$ cat src/rtl/sine_phase_rx.sv
// sine_phase_rx: sink-side phase recovery for the 32-entry quantised sine
// stream (amplitude 0..200, centre 100). Each accepted 8-bit sample is mapped
// back to its 5-bit table index from its distance to the centre line, which
// half it sits in and whether the waveform is rising or falling. A
// SEARCH/ACQUIRE/LOCKED state machine tracks +1 index progression.
//
// Handshake: a transfer happens on a rising edge where valid && ready are
// both high. The source holds data stable while valid is high and ready is
// low. s_ready = !m_valid || m_ready, so the single output register can be
// drained and refilled on the same edge.
//
// Optional build macro SINE_PHASE_RX_FLYWHEEL_EN: while LOCKED, m_phase
// carries the predicted index instead of the decoded one, so a lone corrupted
// sample does not disturb the output sequence.
module sine_phase_rx #(
    parameter int LOCK_CNT = 4,
    parameter int MISS_MAX = 2
) (
    input  logic       clk,
    input  logic       rst,
    input  logic       s_valid,
    output logic       s_ready,
    input  logic [7:0] s_data,
    output logic       m_valid,
    input  logic       m_ready,
    output logic [4:0] m_phase,
    output logic       m_locked,
    output logic       m_err
);

    typedef enum logic [1:0] {
        SEARCH  = 2'd0,
        ACQUIRE = 2'd1,
        LOCKED  = 2'd2
    } state_t;

    localparam logic [3:0] LOCK_TGT = 4'(LOCK_CNT);
    localparam logic [2:0] MISS_TGT = 3'(MISS_MAX);

    state_t     state;
    logic [7:0] prev;
    logic       slope_rising;
    logic [4:0] last_idx;
    logic [3:0] match_cnt;
    logic [2:0] miss_cnt;

    logic       accept;
    logic [7:0] sat;
    logic [7:0] mag;
    logic [3:0] quarter;
    logic       upper;
    logic       rising_now;
    logic [4:0] decoded;
    logic [4:0] predicted;
    logic       is_match;
    logic [4:0] locked_phase;

    assign s_ready = !m_valid || m_ready;
    assign accept  = s_valid && s_ready;

    // Decode the incoming sample into a table index and compare with the
    // index expected after the last emitted one.
    always_comb begin
        sat     = (s_data > 8'd200) ? 8'd200 : s_data;
        upper   = (sat >= 8'd100);
        mag     = upper ? (sat - 8'd100) : (8'd100 - sat);

        // Thresholds sit midway between successive quarter-wave magnitudes.
        quarter = 4'd0;
        if (mag >= 8'd10) quarter = quarter + 4'd1;
        if (mag >= 8'd29) quarter = quarter + 4'd1;
        if (mag >= 8'd47) quarter = quarter + 4'd1;
        if (mag >= 8'd63) quarter = quarter + 4'd1;
        if (mag >= 8'd77) quarter = quarter + 4'd1;
        if (mag >= 8'd88) quarter = quarter + 4'd1;
        if (mag >= 8'd95) quarter = quarter + 4'd1;
        if (mag >= 8'd99) quarter = quarter + 4'd1;

        // A flat step (equal samples) keeps the previous slope.
        if (s_data > prev)
            rising_now = 1'b1;
        else if (s_data < prev)
            rising_now = 1'b0;
        else
            rising_now = slope_rising;

        case ({upper, rising_now})
            2'b11:   decoded = {1'b0, quarter};
            2'b10:   decoded = 5'd16 - {1'b0, quarter};
            2'b00:   decoded = 5'd16 + {1'b0, quarter};
            default: decoded = 5'd0 - {1'b0, quarter};
        endcase

        predicted = last_idx + 5'd1;
        is_match  = (decoded == predicted);

`ifdef SINE_PHASE_RX_FLYWHEEL_EN
        locked_phase = predicted;
`else
        locked_phase = decoded;
`endif
    end

    // Lock state machine plus the registered output stage.
    always_ff @(posedge clk or posedge rst) begin
        if (rst) begin
            state        <= SEARCH;
            prev         <= 8'd100;
            slope_rising <= 1'b1;
            last_idx     <= 5'd0;
            match_cnt    <= 4'd0;
            miss_cnt     <= 3'd0;
            m_valid      <= 1'b0;
            m_phase      <= 5'd0;
            m_locked     <= 1'b0;
            m_err        <= 1'b0;
        end else begin
            // Drain the output register once downstream takes it.
            if (m_valid && m_ready)
                m_valid <= 1'b0;

            if (accept) begin
                prev <= s_data;
                case (state)
                    SEARCH: begin
                        slope_rising <= 1'b1;
                        state        <= ACQUIRE;
                    end
                    ACQUIRE: begin
                        slope_rising <= rising_now;
                        m_valid      <= 1'b1;
                        m_phase      <= decoded;
                        m_locked     <= 1'b0;
                        m_err        <= 1'b0;
                        last_idx     <= decoded;
                        if (is_match) begin
                            if ((match_cnt + 4'd1) == LOCK_TGT) begin
                                match_cnt <= 4'd0;
                                miss_cnt  <= 3'd0;
                                state     <= LOCKED;
                            end else begin
                                match_cnt <= match_cnt + 4'd1;
                            end
                        end else begin
                            match_cnt <= 4'd0;
                        end
                    end
                    LOCKED: begin
                        slope_rising <= rising_now;
                        m_valid      <= 1'b1;
                        m_phase      <= locked_phase;
                        m_locked     <= 1'b1;
                        last_idx     <= locked_phase;
                        if (is_match) begin
                            miss_cnt <= 3'd0;
                            m_err    <= 1'b0;
                        end else if ((miss_cnt + 3'd1) == MISS_TGT) begin
                            m_err     <= 1'b1;
                            miss_cnt  <= 3'd0;
                            match_cnt <= 4'd0;
                            state     <= ACQUIRE;
                        end else begin
                            miss_cnt <= miss_cnt + 3'd1;
                            m_err    <= 1'b0;
                        end
                    end
                    default: state <= SEARCH;
                endcase
            end
        end
    end

endmodule

$ cat config.mk
export PLATFORM = sky130hd
export DESIGN_NAME = sine_phase_rx
export DESIGN_NICKNAME = d
export VERILOG_FILES = /design/src/rtl/sine_phase_rx.sv
export SDC_FILE = /design/constraint.sdc
export NUM_CORES = 1
export LEC_CHECK = 0
export ABC_AREA = 1
export BUFFER_PORTS_ARGS = -buffer_cell sky130_fd_sc_hd__buf_2
export CAP_MARGIN = 20
export CORE_AREA = 2 2 80 82
export CTS_CLUSTER_DIAMETER = 150
export DETAILED_ROUTE_END_ITERATION = 10
export DIE_AREA = 0 0 82 84
export PLACE_DENSITY = 0.72
export SYNTH_ARGS = -nofsm -noshare
export SYNTH_HDL_FRONTEND = slang
export SYNTH_SLANG_ARGS = --single-unit
$ cat constraint.sdc
create_clock -name clk -period 3.45 [get_ports clk]
set_input_delay 0.5175 -clock clk [delete_from_list [all_inputs] [get_ports clk]]
set_output_delay 0.5175 -clock clk [all_outputs]
set_load 0.005 [all_outputs]
Yosys cells after proc, flatten, opt, wreduce, memory -nomap -nowiden

Index checks and enable logic that the tools add are counted.

Bits in registers: 26
Bits of input ports: 12
Output and inout port bits: 9
Logic and storage cells: 98

Add/sub/neg operators: 15
Magnitude comparators: 12
Equality and inequality tests: 11
Multiplexer cells: 36
Reductions and logical operators: 15

Operators with widths:

| cell                                                  | count |
|---|---|
| two-way mux 4 bit                                     | 11 |
| >= comparator 8 x 7 -> 1 bit (second input constant)  | 5 |
| adder 4 x 1 -> 4 bit (second input constant)          | 8 |
| >= comparator 8 x 6 -> 1 bit (second input constant)  | 2 |
| two-way mux 8 bit                                     | 2 |
| one-hot mux 5 bit (3 select lines)                    | 1 |
| two-way mux 3 bit                                     | 4 |
| >= comparator 8 x 4 -> 1 bit (second input constant)  | 1 |
| >= comparator 8 x 5 -> 1 bit (second input constant)  | 1 |
| greater-than comparator 8 bit                         | 1 |
| greater-than comparator 8 bit (second input constant) | 1 |
| less-than comparator 8 bit                            | 1 |
| two-way mux 1 bit                                     | 8 |
| two-way mux 2 bit                                     | 4 |
| inequality test 2 bit (second input constant)         | 4 |
| one-hot mux 4 bit (2 select lines)                    | 1 |
| AND reduction 4 bit                                   | 2 |
| subtractor 7 x 8 -> 8 bit (first input constant)      | 1 |
| subtractor 8 x 7 -> 8 bit (second input constant)     | 1 |
| == test 2 bit (second input constant)                 | 3 |
| one-hot mux 1 bit (2 select lines)                    | 3 |
| one-hot mux 2 bit (3 select lines)                    | 1 |
| one-hot mux 3 bit (2 select lines)                    | 1 |
| AND reduction 2 bit                                   | 3 |
| 16 further kinds                                      | 19 |

Logic depth before layout (Yosys ltp)

Word-level depth: 25
Gate-level depth with buffers: 52
Gate-level depth less buffers: 51

Worst setup path before layout

OpenSTA, ideal clock, no wires.

Path type: input port to flip-flop
Start point: in s_data[4]
End point: reg miss_cnt[0]
Library setup time: 0.117 ns
Arrival time: 6.145 ns
Required time: 3.333 ns
Slack: -2.812 ns
Stages on the path: 45
Path buffers: 1
Cells stage by stage: buf_2 > nor2_1 > a21oi_2 > nand2_4 > nand2_1 > ha_1 > nand2_1 > nor2_2 > inv_2 > nand2_4 > nand2_1 > nand2_1 > nand3_1 > o2111ai_1 > inv_1 > ha_1 > inv_1 > nand3_1 > [... 9 more ...] > o21ai_0 > ha_1 > or2_0 > nand2_1 > o21ai_1 > inv_1 > ha_1 > inv_1 > nor2_1 > nand3_1 > nand2_1 > nand3_1 > nand2_2 > nand4_1 > nand2_2 > nand2_2 > nand2_1 > nand2_1

Word-level cells in the longest chain between the ends: 25
Elaborated cells on any way between the ends: 45
Classes of those cells: add/sub: 12; order compare: 12; eq/ne: 4; mux: 15; reduce/logical: 2

Ends and longest elaborated chain:

| what                                                                                       | line | source |
|---|---|---|
| start: declaration                                                                         | 23   | `input logic [7:0] s_data,` |
| greater-than comparator 8 bit                                                              | 64   | `sat = (s_data > 8'd200) ? 8'd200 : s_data;` |
| two-way mux 8 bit                                                                          | 64   |  |
| subtractor 7 x 8 -> 8 bit (tied with other cells)                                          | 66   | `mag = upper ? (sat - 8'd100) : (8'd100 - sat);` |
| two-way mux 8 bit                                                                          | 66   |  |
| >= comparator 8 x 4 -> 1 bit                                                               | 70   | `if (mag >= 8'd10) quarter = quarter + 4'd1;` |
| two-way mux 1 bit                                                                          | 70   |  |
| adder 4 x 1 -> 4 bit                                                                       | 71   | `if (mag >= 8'd29) quarter = quarter + 4'd1;` |
| two-way mux 4 bit                                                                          | 71   |  |
| [... 9 more ...]                                                                           | --   |  |
| two-way mux 4 bit                                                                          | 76   | `if (mag >= 8'd95) quarter = quarter + 4'd1;` |
| adder 4 x 1 -> 4 bit                                                                       | 77   | `if (mag >= 8'd99) quarter = quarter + 4'd1;` |
| two-way mux 4 bit                                                                          | 77   |  |
| adder 5 x 4 -> 5 bit (tied with other cells)                                               | 90   | `2'b00: decoded = 5'd16 + {1'b0, quarter};` |
| one-hot mux 5 bit (3 select lines) (*)                                                     | 87   | `case ({upper, rising_now})` |
| == test 5 bit (*)                                                                          | 95   | `is_match = (decoded == predicted);` |
| inequality test 2 bit (no line) / two-way mux 3 bit (equally long branches)                | --   |  |
| AND reduction 4 bit (no line) / one-hot mux 3 bit (2 select lines) (equally long branches) | --   |  |
| end signal: assignment                                                                     | 163  | `miss_cnt <= miss_cnt + 3'd1;` |
| end: declaration                                                                           | 45   | `logic [2:0] miss_cnt;` |

Mark *: on every way between the ends. The rest lies on a longest branch, timed or not.
A chain may end at the register's enable or synchronous reset.

Worst setup path in the final report

Start point: in s_data[2]
End point: reg state[0]

Word-level cells in the longest chain between the ends: 25
Elaborated cells on any way between the ends: 44
Classes of those cells: add/sub: 12; order compare: 12; eq/ne: 5; mux: 13; reduce/logical: 2

Ends and longest elaborated chain:

| what                                              | line | source |
|---|---|---|
| greater-than comparator 8 bit                     | 64   |  |
| two-way mux 8 bit                                 | 64   |  |
| subtractor 7 x 8 -> 8 bit (tied with other cells) | 66   |  |
| two-way mux 8 bit                                 | 66   |  |
| >= comparator 8 x 4 -> 1 bit                      | 70   |  |
| two-way mux 1 bit                                 | 70   |  |
| adder 4 x 1 -> 4 bit                              | 71   |  |
| two-way mux 4 bit                                 | 71   |  |
| [... 9 more ...]                                  | --   |  |
| two-way mux 4 bit                                 | 76   |  |
| adder 4 x 1 -> 4 bit                              | 77   |  |
| two-way mux 4 bit                                 | 77   |  |
| adder 5 x 4 -> 5 bit (tied with other cells)      | 90   |  |
| one-hot mux 5 bit (3 select lines) (*)            | 87   |  |
| == test 5 bit (*)                                 | 95   |  |
| inequality test 2 bit (no line)                   | --   |  |
| AND reduction 5 bit (no line) (*)                 | --   |  |
| end signal: assignment                            | 107  | `state <= SEARCH;` |
| end signal: assignment                            | 127  | `state <= ACQUIRE;` |
| end signal: assignment                            | 140  | `state <= LOCKED;` |
| end: declaration                                  | 40   | `state_t state;` |

Marks and branches as above.

==> results_dict.tcl <==
set metrics [dict create \
    die_area_mm2 0.00689 \
    clockPowerShare 0.059 \
    placed_area_mm2 0.00430 \
    grt_max_degree 27 \
    synth.largest_area_cell "nand2_1" \
    core_mm2 0.00610 \
    layout.nets 714 \
    ant_nets 0 \
    setup_ws_ns -2.44 \
    port_buffers 20 \
    crit_slowest_cell "ha_4" \
    crit-reg2reg-launch "prev[2]" \
    gp_congestion 0.851 \
    r2r_end "state[0]" \
    slew_viol_final 0 \
    instances_no_fill 747 \
    ys_top_cells_by_area "nand2_1 (18%), dfrtp_1 (17%), ha_1 (12%), nand3_1 (8.7%), inv_1 (7.4%)" \
    h-tree-depth 1 \
    max_freq_ghz 0.170 \
    synth_area_mm2 0.00324 \
    grt_pass1_wl_mm 16.2 \
    power.share.sequential 0.140 \
    seq_area_frac_synth 0.202 \
    cts_tree "built" \
    cts_sinks 26 \
    synth_edf_count 0 \
    drive_gt1_frac 0.504 \
    grt_overflow 0 \
    syn_avg_cell_area_um2 6.43 \
    cellLeakagePower_nw 2.81 \
    antenna_found_initial 0 \
    path_max_fanout 7 \
    clkLatencyLatePin_ns 0.27 \
    drt-initial-drc-count 216 \
    avgViaCountPerCell 5.53 \
    rsz0062_at_grt "true" \
    fillers 319 \
    yosysTopAreaCellShare 0.180 \
    post_synth_num_cell_types 38 \
    critical_path_required_ns 3.62 \
    synth_async_sr_flop_share 1.00 \
    tightest_slew_ns 0.604 \
    start_util 0.531 \
    cp-startpoint "s_data[2]" \
    status "finished with violations" \
    swShare 0.486 \
    hold_buffers 0 \
    fin_crit_sh 1.71 \
    netlist_top_cells_count "nand2_1 (155), inv_1 (64), nand3_1 (56), ha_1 (31), nand2_2 (27)" \
    p_total_w 0.00346 \
    cpPeakStageDelay_ns 0.26 \
    first_pass_iters 6 \
    io_pins 21 \
    cellPowerDensity_mw_per_mm2 656 \
    yosys_warnings 0 \
    cts_root_buf "clkbuf_8" \
    antennaDiodeCount 0 \
    rr_worst_depth 26 \
    switchingPower_w 0.00168 \
    hpwlAfterDp_mm 6.69 \
    synth_most_common_cell "nand2_1" \
    grtUsageTotal 0.291 \
    endpoint_kind "flip-flop" \
    drv_cap 0 \
    clk_pin_slew_worst_paths_ns 0.09 \
    violations "negative setup slack" \
    grt_pass1_vias 3979 \
    reg2reg_slack_ns -0.09 \
    place_inst 691 \
    intPower_w 0.00178 \
    final_cell_area_mm2 0.00528 \
    ir_worst_vdd_uv 552 \
    ys_dominant_reg_cell "dfrtp_1" \
    via_count 4130 \
    dieHeight_um 84 \
    worstPathArrival_ns 6.06 \
    wl_mm 11.7 \
    drc 0 \
    cts_made_buffers 3 \
    setup_viol 15 \
    clock_path_buffers 2 \
    routedWlPerCell_um 15.7 \
    cp-start-kind "input port" \
    row_count 29 \
    synth_nets 547 \
    synth_cells 504 \
    pwr-share-comb 0.801 \
    max_slew_margin 0.597 \
    finalHoldViolations 0 \
    worst-setup-path-type "input port to flip-flop" \
    syn_to_final_growth_pct 62.9 \
    fp.dieW_um 82 \
    fin_crit_ns 5.89 \
    ys_ff_latch 26 \
    skew_ns 0.00363 \
    holdCritPathClass "input port to async pin" \
]
through the flow:
| step | setup WS (ns) | TNS (ns) | hold WS [ns] | util |
|---|---|---|---|---|
| after detailed placement | -2.84 | -38.15 | 0.473 | 0.705 |
| after global placement | -2.66 | -35.36 | 0.464 | 0.705 |
| after CTS | -2.20 | -29.77 | 0.480 | 0.795 |
| after floorplan | -2.33 | -29.85 | 0.453 | - |
| after global routing | -2.80 | -38.12 | 0.222 | 0.866 |
| final | -2.44 | -32.56 | 0.198 | 0.866 |
logic make-up (layout without fill, tap and decap cells):
| group | count (synthesis) | after routing | synth area share |
|---|---|---|---|
| fa+ha+maj | 31 | 31 | 0.120 |
| flops | 26 | 26 | 0.202 |
| simple gates | 320 | 320 | 0.491 |
| xor+xnor | 11 | 11 | 0.0297 |
| compound gates | 38 | 38 | 0.0668 |
| buf+inv | 78 | 244 | 0.0908 |
area by class of cell:
type / count / area, µm² / share of cell area
multi-input combinational: 400 / 2850 / 0.541
timing repair buffer: 165 / 1310 / 0.249
sequential: 26 / 656 / 0.124
inverter: 75 / 304 / 0.0576
tap: 77 / 96.3 / 0.0183
clock buffer: 4 / 55.1 / 0.0104
layout by cell type, fill, tap and decap left out, types with 2 or more instances in the layout:
cell and count:
inv_4 4, ha_1 23, dfstp_2 4, nand3_4 6
clkbuf_8 4, nor2_1 18, nand2_1 121, nand3b_1 4
a21oi_1 5, inv_2 19, nor3_2 3, nor2_2 6
xnor2_1 5, o21ai_1 4, o21ai_2 7, buf_4 133
ha_4 8, nor3_1 3, nor2_4 10, and2_1 2
nand2_4 24, inv_1 51, xor2_1 5, nand2_2 40
or2_2 4, buf_6 17, nand3_2 25, nand3_1 36
dfrtp_1 22, o21ai_0 14, nand4_1 12, buf_2 12
critical path, delay by kind of cell:
family / cells / cell delay, ns
AOI/OAI and AO/OA: 3 / 0.42
xor gates and xnor gates: 1 / 0.13
adders and majority gates: 5 / 1.07
buffers and inverters: 12 / 0.97
and+or+nand+nor: 30 / 2.94
flip-flops by register name, summed over array words and instances (netlist names):
register,flops
prev,8
last_idx,5
match_cnt,4
miss_cnt,3
state,2
m_err,1
m_locked,1
m_valid,1
slope_rising,1
routing by layer:
layer,share of wire,global-route usage,wire [µm]
met1,0.36,0.316,4270
met3,0.042,0.0260,487
met5,0,0,0
met4,0.052,0.121,606
met2,0.54,0.554,6350
what timing repair did:
item	CTS	global route
buffers inserted	48	13
resized for setup	47	81
pin swaps	58	74
endpoints found under the setup margin	15	15
gates cloned	0	0
how the worst max path moves through the flow:
stage,end,slack (ns),depth (start not counted)
3_3_place_gp,miss_cnt[2],-2.66,51
2_1_floorplan,miss_cnt[0],-2.33,50
6_report,state[0],-2.44,51
5_1_grt,state[0],-2.80,51
4_1_cts,miss_cnt[1],-2.20,48
3_5_place_dp,miss_cnt[1],-2.84,51
power by group through the flow:
stage	Clock, W	Sequential, W	Combinational, W
3_5_place_dp	0	0.000482	0.00190
2_1_floorplan	0	0.000471	0.00127
6_report	0.000203	0.000485	0.00277
5_1_grt	0.000212	0.000493	0.00301
4_1_cts	0.000199	0.000477	0.00230
3_3_place_gp	0	0.000476	0.00183
No activity file was read; power rests on OpenSTA's default activity.
